[config.mk]
export PLATFORM = sky130hd
export DESIGN_NAME = prefetch_queue_flat
export DESIGN_NICKNAME = d
export VERILOG_FILES = /design/src/rtl/cpu_pkg.sv /design/src/rtl/prefetch_queue_if.sv /design/src/rtl/prefetch_queue_fifo.sv /design/src/rtl/prefetch_queue.sv /design/src/flat_wrapper.sv
export SDC_FILE = /design/constraint.sdc
export NUM_CORES = 1
export LEC_CHECK = 0
export ABC_AREA = 1
export BUFFER_PORTS_ARGS = -buffer_cell sky130_fd_sc_hd__buf_2
export CAP_MARGIN = 0
export CORE_MARGIN = 8
export CORE_UTILIZATION = 57
export DETAILED_ROUTE_END_ITERATION = 12
export PLACE_DENSITY = 0.78
export SYNTH_ARGS = -nofsm -noshare
export SYNTH_HDL_FRONTEND = slang
export SYNTH_SLANG_ARGS = --single-unit
[constraint.sdc]
create_clock -name clock -period 2.5 [get_ports clock]
set_clock_uncertainty 0.05 [all_clocks]
set_input_delay 0 -clock clock [delete_from_list [all_inputs] [get_ports clock]]
set_output_delay 0 -clock clock [all_outputs]
set_load 0.02 [all_outputs]
[src/rtl/cpu_pkg.sv]
// Shared CPU-side constants and types used by the instruction prefetch queue slice.
package cpu_pkg;
  localparam int unsigned AW = 20;

  typedef logic [AW-1:0] addr_t;
  typedef logic [7:0]    byte_t;

  localparam addr_t RESET_VECTOR = 20'hFFFF0;
endpackage

[src/rtl/prefetch_queue_if.sv]
// Memory byte bus, flush control and decoder-side queue signals of the prefetch queue.
interface prefetch_queue_if #(
  parameter int unsigned AW = cpu_pkg::AW
);
  import cpu_pkg::*;

  logic          flush;
  logic [AW-1:0] flush_addr;
  logic          mem_busy;
  logic [AW-1:0] mem_address;
  logic          mem_rd;
  byte_t         mem_i_data;
  logic          q_valid;
  byte_t         q_data;
  logic [AW-1:0] q_addr;
  logic          q_take;
  logic [3:0]    q_count;

  // Environment side: CPU decode stage plus memory.
  modport master (
    output flush, flush_addr, mem_busy, mem_i_data, q_take,
    input  mem_address, mem_rd, q_valid, q_data, q_addr, q_count
  );

  // Prefetch queue side.
  modport slave (
    input  flush, flush_addr, mem_busy, mem_i_data, q_take,
    output mem_address, mem_rd, q_valid, q_data, q_addr, q_count
  );
endinterface

[src/rtl/prefetch_queue_fifo.sv]
// pfq_fifo: DEPTH-entry byte ring buffer with push, pop, synchronous clear, count and head data.
module pfq_fifo
  import cpu_pkg::*;
#(
  parameter int unsigned DEPTH = 6
) (
  input  logic       clk,
  input  logic       rst,
  input  logic       clr,
  input  logic       push,
  input  logic       pop,
  input  byte_t      wdata,
  output byte_t      rdata,
  output logic [3:0] count,
  output logic       empty
);
  localparam int unsigned PW = (DEPTH > 1) ? $clog2(DEPTH) : 1;

  byte_t         mem_q [DEPTH];
  logic [PW-1:0] hd_q, hd_d, tl_q, tl_d;
  logic [3:0]    cnt_q, cnt_d;
  logic          full;
  logic          do_pop;

  function automatic logic [PW-1:0] ptr_inc(input logic [PW-1:0] p);
    return (p == PW'(DEPTH - 1)) ? '0 : p + PW'(1);
  endfunction

  assign empty  = (cnt_q == '0);
  assign full   = (cnt_q == 4'(DEPTH));
  assign count  = cnt_q;
  assign rdata  = mem_q[hd_q];
  assign do_pop = pop && !empty;

  always_comb begin
    hd_d  = hd_q;
    tl_d  = tl_q;
    cnt_d = cnt_q;
    if (clr) begin
      hd_d  = '0;
      tl_d  = '0;
      cnt_d = '0;
    end else begin
      if (push)   tl_d = ptr_inc(tl_q);
      if (do_pop) hd_d = ptr_inc(hd_q);
      case ({push, do_pop})
        2'b10:   cnt_d = cnt_q + 4'd1;
        2'b01:   cnt_d = cnt_q - 4'd1;
        default: cnt_d = cnt_q;
      endcase
    end
  end

  always_ff @(posedge clk) begin
    if (rst) begin
      hd_q  <= '0;
      tl_q  <= '0;
      cnt_q <= '0;
    end else begin
      hd_q  <= hd_d;
      tl_q  <= tl_d;
      cnt_q <= cnt_d;
    end
  end

  always_ff @(posedge clk) begin
    if (!rst && !clr && push) mem_q[tl_q] <= wdata;
  end

  // Issue accounting reserves a slot for every outstanding read, so this cannot fire.
  a_no_overflow: assert property (@(posedge clk) disable iff (rst) !(push && full));
endmodule

[src/rtl/prefetch_queue.sv]
// 8086-style instruction prefetch queue: sequential byte fetch, in-order buffering, flush/restart.
// Optional macro PFQ_BYPASS_EN forwards a returning byte straight to the head when the queue is empty.
module prefetch_queue #(
  parameter int unsigned          DEPTH      = 6,
  parameter int unsigned          AW         = cpu_pkg::AW,
  parameter int unsigned          RD_LATENCY = 2,
  parameter logic [AW-1:0]        RESET_ADDR = cpu_pkg::RESET_VECTOR
) (
  input logic             clock,
  input logic             reset,
  prefetch_queue_if.slave bus
);
  import cpu_pkg::*;

  logic [AW-1:0]         fa_q, fa_d;
  logic [AW-1:0]         maddr_q, maddr_d;
  logic [AW-1:0]         qaddr_q, qaddr_d;
  logic                  rd_q;
  logic [RD_LATENCY-1:0] trk_q, trk_d;
  logic [4:0]            inflight, occupancy;
  logic                  issue, ret, byp, pop;
  logic                  f_push, f_pop, f_empty;
  logic [3:0]            f_count;
  byte_t                 f_rdata;

  pfq_fifo #(.DEPTH(DEPTH)) u_fifo (
    .clk   (clock),
    .rst   (reset),
    .clr   (bus.flush),
    .push  (f_push),
    .pop   (f_pop),
    .wdata (bus.mem_i_data),
    .rdata (f_rdata),
    .count (f_count),
    .empty (f_empty)
  );

  assign ret = trk_q[RD_LATENCY-1];

  always_comb begin
    inflight = '0;
    for (int unsigned i = 0; i < RD_LATENCY; i++) inflight = inflight + 5'(trk_q[i]);
  end

  assign occupancy = 5'(f_count) + inflight;
  assign issue     = !bus.flush && !bus.mem_busy && (occupancy < 5'(DEPTH));

`ifdef PFQ_BYPASS_EN
  assign byp         = ret && f_empty;
  assign bus.q_valid = !f_empty || ret;
  assign bus.q_data  = f_empty ? bus.mem_i_data : f_rdata;
`else
  assign byp         = 1'b0;
  assign bus.q_valid = !f_empty;
  assign bus.q_data  = f_rdata;
`endif

  // A bypassed byte that is taken the same cycle never enters the ring.
  assign pop    = bus.q_take && bus.q_valid && !bus.flush;
  assign f_push = ret && !bus.flush && !(byp && bus.q_take);
  assign f_pop  = pop && !byp;

  always_comb begin
    trk_d[0] = issue;
    for (int unsigned i = 1; i < RD_LATENCY; i++) trk_d[i] = trk_q[i-1];
    if (bus.flush) trk_d = '0;

    maddr_d = issue ? fa_q : maddr_q;

    fa_d = fa_q;
    if (bus.flush)  fa_d = bus.flush_addr;
    else if (issue) fa_d = fa_q + AW'(1);

    qaddr_d = qaddr_q;
    if (bus.flush) qaddr_d = bus.flush_addr;
    else if (pop)  qaddr_d = qaddr_q + AW'(1);
  end

  always_ff @(posedge clock) begin
    if (reset) begin
      rd_q    <= 1'b0;
      trk_q   <= '0;
      fa_q    <= RESET_ADDR;
      maddr_q <= RESET_ADDR;
      qaddr_q <= RESET_ADDR;
    end else begin
      rd_q    <= issue;
      trk_q   <= trk_d;
      fa_q    <= fa_d;
      maddr_q <= maddr_d;
      qaddr_q <= qaddr_d;
    end
  end

  assign bus.mem_rd      = rd_q;
  assign bus.mem_address = maddr_q;
  assign bus.q_addr      = qaddr_q;
  assign bus.q_count     = f_count;
endmodule

[src/flat_wrapper.sv]
// flat-port wrapper written by rule: the top's interface ports become plain ports
module prefetch_queue_flat import cpu_pkg::*;
#(
  parameter int unsigned          DEPTH      = 6,
  parameter int unsigned          AW         = cpu_pkg::AW,
  parameter int unsigned          RD_LATENCY = 2,
  parameter logic [AW-1:0]        RESET_ADDR = cpu_pkg::RESET_VECTOR
)
  (clock, reset, bus_flush, bus_flush_addr, bus_mem_busy, bus_mem_i_data, bus_q_take, bus_mem_address, bus_mem_rd, bus_q_valid, bus_q_data, bus_q_addr, bus_q_count);
  prefetch_queue_if #(.AW(AW)) bus_i ();
  input logic clock;
  input logic reset;
  input wire logic [$bits(bus_i.flush)-1:0] bus_flush;
  input wire logic [$bits(bus_i.flush_addr)-1:0] bus_flush_addr;
  input wire logic [$bits(bus_i.mem_busy)-1:0] bus_mem_busy;
  input wire logic [$bits(bus_i.mem_i_data)-1:0] bus_mem_i_data;
  input wire logic [$bits(bus_i.q_take)-1:0] bus_q_take;
  output wire logic [$bits(bus_i.mem_address)-1:0] bus_mem_address;
  output wire logic [$bits(bus_i.mem_rd)-1:0] bus_mem_rd;
  output wire logic [$bits(bus_i.q_valid)-1:0] bus_q_valid;
  output wire logic [$bits(bus_i.q_data)-1:0] bus_q_data;
  output wire logic [$bits(bus_i.q_addr)-1:0] bus_q_addr;
  output wire logic [$bits(bus_i.q_count)-1:0] bus_q_count;
  assign bus_i.flush = bus_flush;
  assign bus_i.flush_addr = bus_flush_addr;
  assign bus_i.mem_busy = bus_mem_busy;
  assign bus_i.mem_i_data = bus_mem_i_data;
  assign bus_i.q_take = bus_q_take;
  assign bus_mem_address = bus_i.mem_address;
  assign bus_mem_rd = bus_i.mem_rd;
  assign bus_q_valid = bus_i.q_valid;
  assign bus_q_data = bus_i.q_data;
  assign bus_q_addr = bus_i.q_addr;
  assign bus_q_count = bus_i.q_count;
  prefetch_queue #(.DEPTH(DEPTH), .AW(AW), .RD_LATENCY(RD_LATENCY), .RESET_ADDR(RESET_ADDR)) u_core (.clock(clock), .reset(reset), .bus(bus_i));
endmodule
==> flow_summary_export.csv, run 1 <==
group,metric,value,unit
global_route,grt_first_pass_wirelength,25600,µm
clock_network,post-cts-setup-buffer-count,0,
power_and_ir_drop,power.static_leakage,0.00324,µW
synthesis,postSynthRegisterBits,124,
die,floorplan.core_area,10100,µm²
layout,diodes,0,
layout,stdcell_count,996,
critical_path,timing.critical_path.arrival,2.64,ns
placed_design,post-dp-hpwl,10900,µm
drt,viasPerCell,5.54,
drt,post-route-drc-count,0,
drt,vias,5516,
timing,rsz0062_at_grt,"false",
synthesis,postSynthAreaPerCell,8.08,µm²
layout,layout.cells.most_common_list,"sky130_fd_sc_hd__nand2_1, sky130_fd_sc_hd__buf_2, sky130_fd_sc_hd__dfxtp_1",
clock_network,number_of_buffers_between_clock_root_and_the_deepest_sink,2,
placed_design,place_worst_setup_slack,0.226,ns
timing,final_hold_fails,0,
timing,fin_max_slew_vios,0,
timing,setup_total_negative_slack,0,ns
critical_path,kind_of_capture_point_of_the_worst_setup_path,"register",
placed_design,place_congestion,0.890,
power_and_ir_drop,vdd_ir_drop_max,451,µV
layout,num-nets-final,888,
global_route,vias_in_the_first_global_route,5336,
layout,num-fill-cells,776,
timing,part_of_the_cycle_the_worst_path_needs,0.924,
clock_network,htree_levels,4,
die,floorplan.die.height,117,µm
synthesis,mapped_area,5830,µm²
timing,tightestPinTransition,0.934,ns
placed_design,dp.cells,930,
placed_design,io_buffers,86,
critical_path,critPathKind,"reg -> reg",
synthesis,synth_sequential_area_ratio,0.509,
synthesis,number_of_unique_standard_cell_types_used_by_synthesis,34,
drt,drt-wirelength-per-cell,16.0,µm
timing,setup_viol,0,
timing,slew_headroom,0.375,
clock_network,clock_tree_from_tritoncts,"built",
drt,ant_nets,0,
layout,areaGrowthSynthToFinish,25.9,%
clock_network,cts-buffers-inserted,17,
power_and_ir_drop,cellPowerDensity,722,nW/µm²
die,design.portCount,87,
clock_network,reg_clk_slew_reported_paths,0.06,ns
global_route,number_of_antenna_violations_at_the_first_check_in_global_routing,0,
drt,detailedRoute.firstPassIterationCount,5,
job,maxCapViolations,0,
die,placementRows,37,
clock_network,cts.root.buffer_cell,"sky130_fd_sc_hd__clkbuf_8",
power_and_ir_drop,p_total,5300,µW
global_route,pin_count_of_the_biggest_net_entering_global_routing,32,
synthesis,synthesis_warnings,0,
synthesis,netlist_instances,721,
timing,worst_slack,0.191,ns
global_route,grtUsageTotal,0.240,
critical_path,crit_path_max_fanout,29,
drt,detail_route.wirelength,15900,µm
die,initial_core_util,0.575,
layout,layout.cells.most_common,"sky130_fd_sc_hd__nand2_1",
critical_path,worst-endpoint-required,2.83,ns
die,die_width,117,µm
synthesis,synth_fp_nets,762,
layout,final_core_util,0.724,
global_route,grt-ovfl-total,0,
layout,drive_above_1_share,0.165,
hold_path,worstHoldPathType,"in -> reg",
timing,finalWorstPathRequiredPeriod,2.31,ns
die,die-area,13700,µm²
clock_network,clk_latency,0.52,ns
critical_path,timing.critical_path.from_type,"register",
clock_network,clock-sinks,124,
status,status,"complete, no violations",
drt,detailedRoute.firstIterationViolations,397,
timing,max_clock_freq,433,MHz
per-layer routing:
metal | track usage | vias up | share of wire
li1 | - | 2659 | -
met1 | 0.265 | 2639 | 0.39
met2 | 0.429 | 189 | 0.53
met3 | 0.0559 | 29 | 0.061
met4 | 0.113 | 0 | 0.021
met5 | 0 | - | 0
cell type report:
cell class                 instances  area [µm²]  share of cell area
timing repair buffer             133         881               0.120
sequential                       124        2960               0.404
inverter                          51         194              0.0264
clock inverter                    10         166              0.0227
tap                              136         170              0.0232
multi-input combinational        520        2520               0.343
clock buffer                      22         443              0.0604
kinds of logic after synthesis:
| kind of cell | Yosys count | synth area share |
|---|---|---|
| AND/OR/NAND/NOR | 389 | 0.281 |
| buffers and inverters | 77 | 0.0591 |
| XOR/XNOR | 20 | 0.0301 |
| AO/OA/AOI/OAI | 103 | 0.103 |
| adder cells (fa/ha/maj) | 8 | 0.0185 |
| flip-flops | 124 | 0.509 |
per-stage QoR:
stage | hold slack (ns) | area (µm²)
floorplan | 0.0489 | 5830
global placement | 0.191 | 6390
detailed placement | 0.195 | 6390
CTS | 0.201 | 7340
global route | 0.221 | 7340
finish | 0.210 | 7340
synthesized netlist by cell type:
library cell	n	area, µm²
sky130_fd_sc_hd__nand2_1	231	867
sky130_fd_sc_hd__dfxtp_1	76	1520
sky130_fd_sc_hd__nor2_1	68	255
sky130_fd_sc_hd__nand3_1	67	335
sky130_fd_sc_hd__edfxtp_1	48	1440
sky130_fd_sc_hd__inv_1	45	169
sky130_fd_sc_hd__a21oi_1	44	220
sky130_fd_sc_hd__o21ai_0	27	135
sky130_fd_sc_hd__xor2_1	13	114
sky130_fd_sc_hd__o22ai_1	11	68.8
sky130_fd_sc_hd__buf_2	9	45.0
sky130_fd_sc_hd__a32o_1	8	80.1
sky130_fd_sc_hd__clkbuf_1	8	30.0
sky130_fd_sc_hd__ha_1	7	87.6
sky130_fd_sc_hd__xnor2_1	7	61.3
sky130_fd_sc_hd__o211ai_1	6	45.0
sky130_fd_sc_hd__inv_2	5	18.8
sky130_fd_sc_hd__buf_6	4	45.0
sky130_fd_sc_hd__nand3b_1	4	30.0
sky130_fd_sc_hd__nand4_1	4	25.0
sky130_fd_sc_hd__nor4_1	4	25.0
sky130_fd_sc_hd__o21bai_1	4	30.0
sky130_fd_sc_hd__a31oi_1	3	18.8
sky130_fd_sc_hd__buf_4	3	22.5
sky130_fd_sc_hd__buf_1	2	7.51
sky130_fd_sc_hd__nand2_2	2	12.5
sky130_fd_sc_hd__nand2_4	2	22.5
sky130_fd_sc_hd__nand3_2	2	20.0
sky130_fd_sc_hd__nor3_1	2	10.0
sky130_fd_sc_hd__fa_1	1	20.0
sky130_fd_sc_hd__inv_4	1	6.26
sky130_fd_sc_hd__nand3_4	1	17.5
sky130_fd_sc_hd__nor2_2	1	6.26
sky130_fd_sc_hd__nor2_4	1	11.3
critical path: stages, from the launching register on:
cell and delay [ns]:
sky130_fd_sc_hd__dfxtp_1 0.32, sky130_fd_sc_hd__ha_1 0.31, sky130_fd_sc_hd__nand2_1 0.07, sky130_fd_sc_hd__inv_1 0.06, sky130_fd_sc_hd__fa_1 0.38, sky130_fd_sc_hd__inv_1 0.09, sky130_fd_sc_hd__nand2_1 0.06, sky130_fd_sc_hd__nand3_1 0.07
sky130_fd_sc_hd__nand2_1 0.07, sky130_fd_sc_hd__inv_2 0.08, sky130_fd_sc_hd__nand3_4 0.12, sky130_fd_sc_hd__buf_4 0.27, sky130_fd_sc_hd__nand3_1 0.12, sky130_fd_sc_hd__nand3_1 0.10
path summary, 6_finish.rpt:
kind,from,endpoint,slack (ns),cells after the start
max,u_core.trk_q[0],u_core.fa_q[15],0.19,13
min,bus_mem_i_data[5],u_core.u_fifo.mem_q[1][5],0.21,2
max reg2reg,u_core.trk_q[0],u_core.fa_q[15],0.19,13
min reg2reg,u_core.trk_q[0],u_core.trk_q[1],0.41,2
state kept, by name (all words and copies together) (netlist names), named ones only:
signal,cells
u_core.bus.mem_address,20
u_core.u_fifo.count,4
u_core.bus.mem_rd,1
u_core.trk_q,2
u_core.bus.q_addr,20
u_core.u_fifo.mem_q,48
u_core.u_fifo.hd_q,3
u_core.fa_q,20
u_core.u_fifo.tl_q,3
power by group:
group | internal, µW | leakage, µW | switching, µW | total [µW]
registers | 2170 | 0.00106 | 86.4 | 2260
logic | 199 | 0.00189 | 316 | 515
clock network | 1650 | 0.000289 | 879 | 2530
repair_timing:
action | CTS | global route
hold buffers | 34 | 0
endpoints found under the hold margin | 96 | 0
gates resized for setup | 0 | 0
(Power assumes the default switching activity.)
==> inputs of run 2 (changes only) <==
PLACE_DENSITY = unset   (was 0.78)
PLACE_DENSITY_LB_ADDON = 0.25   (was unset)
==> run 2 against run 1 <==
- first-iteration DRC count decreased by 9.3%
- flip-flop and latch count unchanged
- die area unchanged
- setup slack improved by 0.0067 ns
- clock-buffer cell count decreased by 4
- worst hold slack got worse by 0.00051 ns
==> flow_summary_export.csv, run 2 (same netlist as run 1, synthesis figures left out) <==
group,metric,value,unit
status,status,"complete, no violations",
drt,detail_route.wirelength,15700,µm
power_and_ir_drop,power.static_leakage,0.00324,µW
critical_path,critPathKind,"reg -> reg",
layout,stdcell_area,7360,µm²
clock_network,clk_latency,0.52,ns
critical_path,kind_of_capture_point_of_the_worst_setup_path,"register",
layout,areaGrowthSynthToFinish,26.4,%
timing,tightestPinTransition,0.633,ns
timing,setup_total_negative_slack,0,ns
global_route,grt_first_pass_wirelength,26000,µm
power_and_ir_drop,p_total,5300,µW
timing,finalWorstPathRequiredPeriod,2.30,ns
die,die-area,13700,µm²
clock_network,cts-buffers-inserted,17,
timing,part_of_the_cycle_the_worst_path_needs,0.921,
drt,drt-wirelength-per-cell,15.7,µm
placed_design,post-dp-hpwl,10700,µm
die,die_width,117,µm
layout,regMostFlops,"u_core.u_fifo.mem_q",
power_and_ir_drop,vdd_ir_drop_max,404,µV
die,initial_core_util,0.575,
power_and_ir_drop,cellPowerDensity,720,nW/µm²
critical_path,crit_chain,"ha_1 -> nand2_1 -> inv_1 -> fa_1 -> nand3_1 -> nand2_1 -> inv_2 -> nand3_4 -> clkinv_2 -> buf_12 -> nand2_1 -> nand3_1",
timing,worst_slack,0.198,ns
global_route,vias_in_the_first_global_route,5384,
layout,layout.cells.most_common_list,"sky130_fd_sc_hd__nand2_1, sky130_fd_sc_hd__buf_2, sky130_fd_sc_hd__dfxtp_1",
layout,final_core_util,0.726,
critical_path,crit_slowest_cell,"sky130_fd_sc_hd__fa_1",
layout,num-nets-final,891,
critical_path,timing.critical_path.arrival,2.63,ns
critical_path,timing.critical_path.max_delay_family,"adder cells",
critical_path,worst-endpoint-required,2.83,ns
layout,diodes,0,
clock_network,post-cts-setup-buffer-count,0,
die,floorplan.core_area,10100,µm²
timing,fin_max_slew_vios,0,
global_route,pin_count_of_the_biggest_net_entering_global_routing,32,
timing,max_clock_freq,434,MHz
critical_path,timing.critical_path.from_type,"register",
clock_network,reg_clk_slew_reported_paths,0.06,ns
drt,detailedRoute.firstIterationViolations,360,
drt,detailedRoute.firstPassIterationCount,5,
timing,setup_viol,0,
critical_path,crit_path_max_fanout,19,
critical_path,timing.critical_path.buf_inv,4,
global_route,number_of_antenna_violations_at_the_first_check_in_global_routing,0,
global_route,grt-ovfl-total,0,
global_route,grtUsageTotal,0.245,
timing,slew_headroom,0.577,
clock_network,htree_levels,4,
critical_path,cpPeakStageDelay,0.48,ns
timing,final_hold_fails,0,
job,maxCapViolations,0,
placed_design,placement.cell_area,6410,µm²
critical_path,most_prevalent_standard_cell_on_the_critical_path,"sky130_fd_sc_hd__nand2_1",
layout,drive_above_1_share,0.170,
timing,rsz0062_at_grt,"false",
die,placementRows,37,
clock_network,clock_tree_from_tritoncts,"built",
clock_network,clock-sinks,124,
placed_design,place_worst_setup_slack,0.186,ns
drt,viasPerCell,5.38,
placed_design,place_congestion,0.911,
drt,ant_nets,0,
layout,largest_register_ffs,48,
drt,vias,5373,
layout,layout.cells.most_common,"sky130_fd_sc_hd__nand2_1",
drt,post-route-drc-count,0,
die,design.portCount,87,
hold_path,worstHoldPathType,"in -> reg",
placed_design,io_buffers,86,
clock_network,cts.root.buffer_cell,"sky130_fd_sc_hd__clkbuf_8",
die,floorplan.die.height,117,µm
clock_network,number_of_buffers_between_clock_root_and_the_deepest_sink,2,
## run 2: changes by cell type in the layout (fill, tap and decap cells not counted), moves of 2 or more
cell	before	now
sky130_fd_sc_hd__buf_4	12	15
sky130_fd_sc_hd__clkbuf_1	4	1
sky130_fd_sc_hd__clkinvlp_4	2	4
sky130_fd_sc_hd__inv_6	0	2
## run 2: what timing repair did
action                                  CTS  global route
endpoints found under the setup margin    0             1
gates resized for setup                   0             1
endpoints found under the hold margin    95             0
hold buffers                             34             0
## run 2: where the power goes
part | leakage, µW | total, µW | switching (µW) | internal [µW]
clock | 0.000285 | 2530 | 911 | 1620
sequential | 0.00106 | 2250 | 85.8 | 2170
combinational | 0.00190 | 514 | 314 | 200
total | 0.00324 | 5300 | 1310 | 3990
## run 2: path summary, 6_finish.rpt
check	startpoint	endpoint	slack [ns]	depth (start not counted)
worst max register to register	u_core.trk_q[0]	u_core.fa_q[19]	0.20	12
worst min register to register	u_core.trk_q[0]	u_core.trk_q[1]	0.40	2
worst min-delay path	bus_mem_i_data[6]	u_core.u_fifo.mem_q[1][6]	0.21	2
worst max-delay path	u_core.trk_q[0]	u_core.fa_q[19]	0.20	12
## run 2: layout make-up
type | count | area (µm²)
Tap cell | 136 | 170
Fill cell | 761 | 2780
Clock buffer | 18 | 418
Timing Repair Buffer | 136 | 903
Sequential cell | 124 | 2960
Inverter | 51 | 195
Clock inverter | 14 | 194
Multi-Input combinational cell | 520 | 2520
## run 2: routing by layer
layer | track usage | up-vias | wire length [µm]
met1 | 0.275 | 2499 | 6390
met4 | 0.118 | 0 | 430
li1 | - | 2668 | -
met3 | 0.0508 | 37 | 873
met5 | 0 | - | 0
met2 | 0.433 | 169 | 7960
## run 2: stage by stage
step | hold WS, ns | std cells
global placement | 0.191 | 933
global route | 0.199 | 999
finish | 0.209 | 999
detailed placement | 0.195 | 933
floorplan | 0.0489 | 721
CTS | 0.194 | 999
==> inputs of run 3 (changes only) <==
CORE_UTILIZATION = 59   (was 57)
CTS_BUF_LIST = sky130_fd_sc_hd__clkbuf_8   (was unset)
MAX_ROUTING_LAYER = met4   (was unset)
==> run 3 against run 2 <==
- setup slack improved by 0.064 ns
- final cell count fell by 0.50%
- die area fell by 2.9%
- power fell by 15%
- first-iteration DRC count rose by 13%
- flip-flop and latch count did not move
- sequential share of layout area rose by 1.4 points
- routed wire length fell by 0.84%
- clock-buffer cell count rose by 4
- critical path type unchanged
==> flow_summary_export.csv, run 3 (same netlist as run 1, synthesis figures left out) <==
group,metric,value,unit
status,status,"complete, no violations",
power_and_ir_drop,internal_power,3360,µW
global_route,grt-ovfl-total,0,
layout,diodes,0,
power_and_ir_drop,netSwitchingPower,1150,µW
layout,layout.cells.most_common_list,"sky130_fd_sc_hd__nand2_1, sky130_fd_sc_hd__buf_2, sky130_fd_sc_hd__dfxtp_1",
timing,fin_max_slew_vios,0,
power_and_ir_drop,power.static_leakage,0.00317,µW
clock_network,htree_levels,4,
die,die_width,115,µm
critical_path,worst-endpoint-required,2.80,ns
job,maxCapViolations,0,
critical_path,timing.critical_path.arrival,2.54,ns
hold_path,worstHoldPathType,"in -> reg",
layout,regMostFlops,"u_core.u_fifo.mem_q",
die,placementRows,36,
power_and_ir_drop,power.switching_fraction,0.255,
timing,setup_total_negative_slack,0,ns
layout,drive_above_1_share,0.168,
clock_network,clock-sinks,124,
timing,final_hold_fails,0,
timing,slew_headroom,0.572,
global_route,pin_count_of_the_biggest_net_entering_global_routing,32,
placed_design,place_congestion,0.912,
drt,detailedRoute.firstPassIterationCount,5,
timing,rsz0062_at_grt,"false",
drt,detailedRoute.firstIterationViolations,407,
drt,drt-wirelength-per-cell,15.6,µm
clock_network,cts.root.buffer_cell,"sky130_fd_sc_hd__clkbuf_8",
clock_network,cts-buffers-inserted,17,
global_route,grt_first_pass_wirelength,25500,µm
layout,areaGrowthSynthToFinish,22.2,%
critical_path,kind_of_capture_point_of_the_worst_setup_path,"register",
timing,max_clock_freq,447,MHz
layout,final_core_util,0.735,
die,floorplan.core_area,9680,µm²
placed_design,post-dp-hpwl,11100,µm
critical_path,crit_path_max_fanout,30,
die,floorplan.die.height,115,µm
layout,layout.cells.most_common,"sky130_fd_sc_hd__nand2_1",
power_and_ir_drop,power_frac_clock,0.388,
timing,part_of_the_cycle_the_worst_path_needs,0.895,
layout,num-nets-final,889,
clock_network,clk_latency,0.42,ns
critical_path,timing.critical_path.from_type,"register",
drt,post-route-drc-count,0,
layout,largest_register_ffs,48,
clock_network,reg_clk_slew_reported_paths,0.07,ns
critical_path,critPathKind,"reg -> reg",
drt,ant_nets,0,
layout,stdcell_area,7120,µm²
power_and_ir_drop,vdd_ir_drop_max,352,µV
global_route,grtUsageTotal,0.247,
placed_design,placement.cell_area,6390,µm²
clock_network,post-cts-setup-buffer-count,0,
power_and_ir_drop,power_frac_seq,0.499,
power_and_ir_drop,combinationalPowerShare,0.113,
die,design.portCount,87,
clock_network,number_of_buffers_between_clock_root_and_the_deepest_sink,2,
placed_design,io_buffers,86,
die,die-area,13300,µm²
drt,detail_route.wirelength,15500,µm
drt,vias,5502,
timing,setup_viol,0,
drt,viasPerCell,5.54,
timing,finalWorstPathRequiredPeriod,2.24,ns
die,initial_core_util,0.602,
global_route,vias_in_the_first_global_route,5482,
power_and_ir_drop,cellPowerDensity,634,nW/µm²
clock_network,clock_tree_from_tritoncts,"built",
global_route,number_of_antenna_violations_at_the_first_check_in_global_routing,0,
timing,tightestPinTransition,0.639,ns
## run 3: cell count changes in the layout (fill, tap and decap cells not counted), sizes merged
cell / delta
dlygate4sd3: -2
bufinv: -2
clkinvlp: -2
clkinv: -3
inv: +3
clkbuf: +4
## run 3: power groups by stage
stage	clock (µW)	sequential [µW]	combinational [µW]
after detailed placement	0	2290	467
after global routing	1860	2260	567
after CTS	1770	2250	507
final	1750	2250	510
after global placement	0	2290	454
after floorplan	0	2330	266
## run 3: per-layer routing
layer | part of all wire | GRT usage
met1 | 0.40 | 0.269
met2 | 0.51 | 0.420
met3 | 0.054 | 0.0541
met4 | 0.028 | 0.120
met5 | 0 | -
## run 3: worst paths after layout
| check | startpoint | end | slack [ns] | cells past startpoint |
|---|---|---|---|---|
| worst min-delay path | bus_mem_i_data[3] | u_core.u_fifo.mem_q[2][3] | 0.32 | 2 |
| worst max-delay path | u_core.trk_q[0] | u_core.fa_q[1] | 0.26 | 11 |
| worst min register to register | u_core.trk_q[0] | u_core.trk_q[1] | 0.40 | 2 |
| worst max register to register | u_core.trk_q[0] | u_core.fa_q[1] | 0.26 | 11 |
## run 3: area by class of cell
type,count,area [µm²]
Sequential cell,124,2960
Fill cell,756,2570
Multi-Input combinational cell,520,2520
Timing Repair Buffer,134,871
Clock buffer,22,303
Inverter,51,196
Tap cell,133,166
Clock inverter,10,100
## run 3: metrics by stage
stage          std cells  hold slack (ns)  power, µW  setup WS [ns]
6_report             994            0.318       4510          0.261
4_1_cts              994            0.287       4530          0.129
3_5_place_dp         930            0.198       2760          0.143
5_1_grt              994            0.315       4690          0.102
2_1_floorplan        721           0.0489       2590          0.181
3_3_place_gp         930            0.193       2740          0.229
## run 3: what timing repair did
| item | in CTS | in global routing |
|---|---|---|
| endpoints found under the hold margin | 93 | 0 |
| resized for setup | 0 | 2 |
| hold buffers | 32 | 0 |
| endpoints found under the setup margin | 0 | 4 |
## run 3: critical path: stages, from the launching register on
cell and delay (ns):
sky130_fd_sc_hd__dfxtp_1 0.32, sky130_fd_sc_hd__ha_1 0.30, sky130_fd_sc_hd__nand2_1 0.07, sky130_fd_sc_hd__inv_1 0.06, sky130_fd_sc_hd__fa_1 0.48, sky130_fd_sc_hd__nand3_1 0.08, sky130_fd_sc_hd__nand2_1 0.07, sky130_fd_sc_hd__inv_2 0.05
sky130_fd_sc_hd__nand3_4 0.10, sky130_fd_sc_hd__buf_4 0.31, sky130_fd_sc_hd__nand3_1 0.11, sky130_fd_sc_hd__a21oi_1 0.17
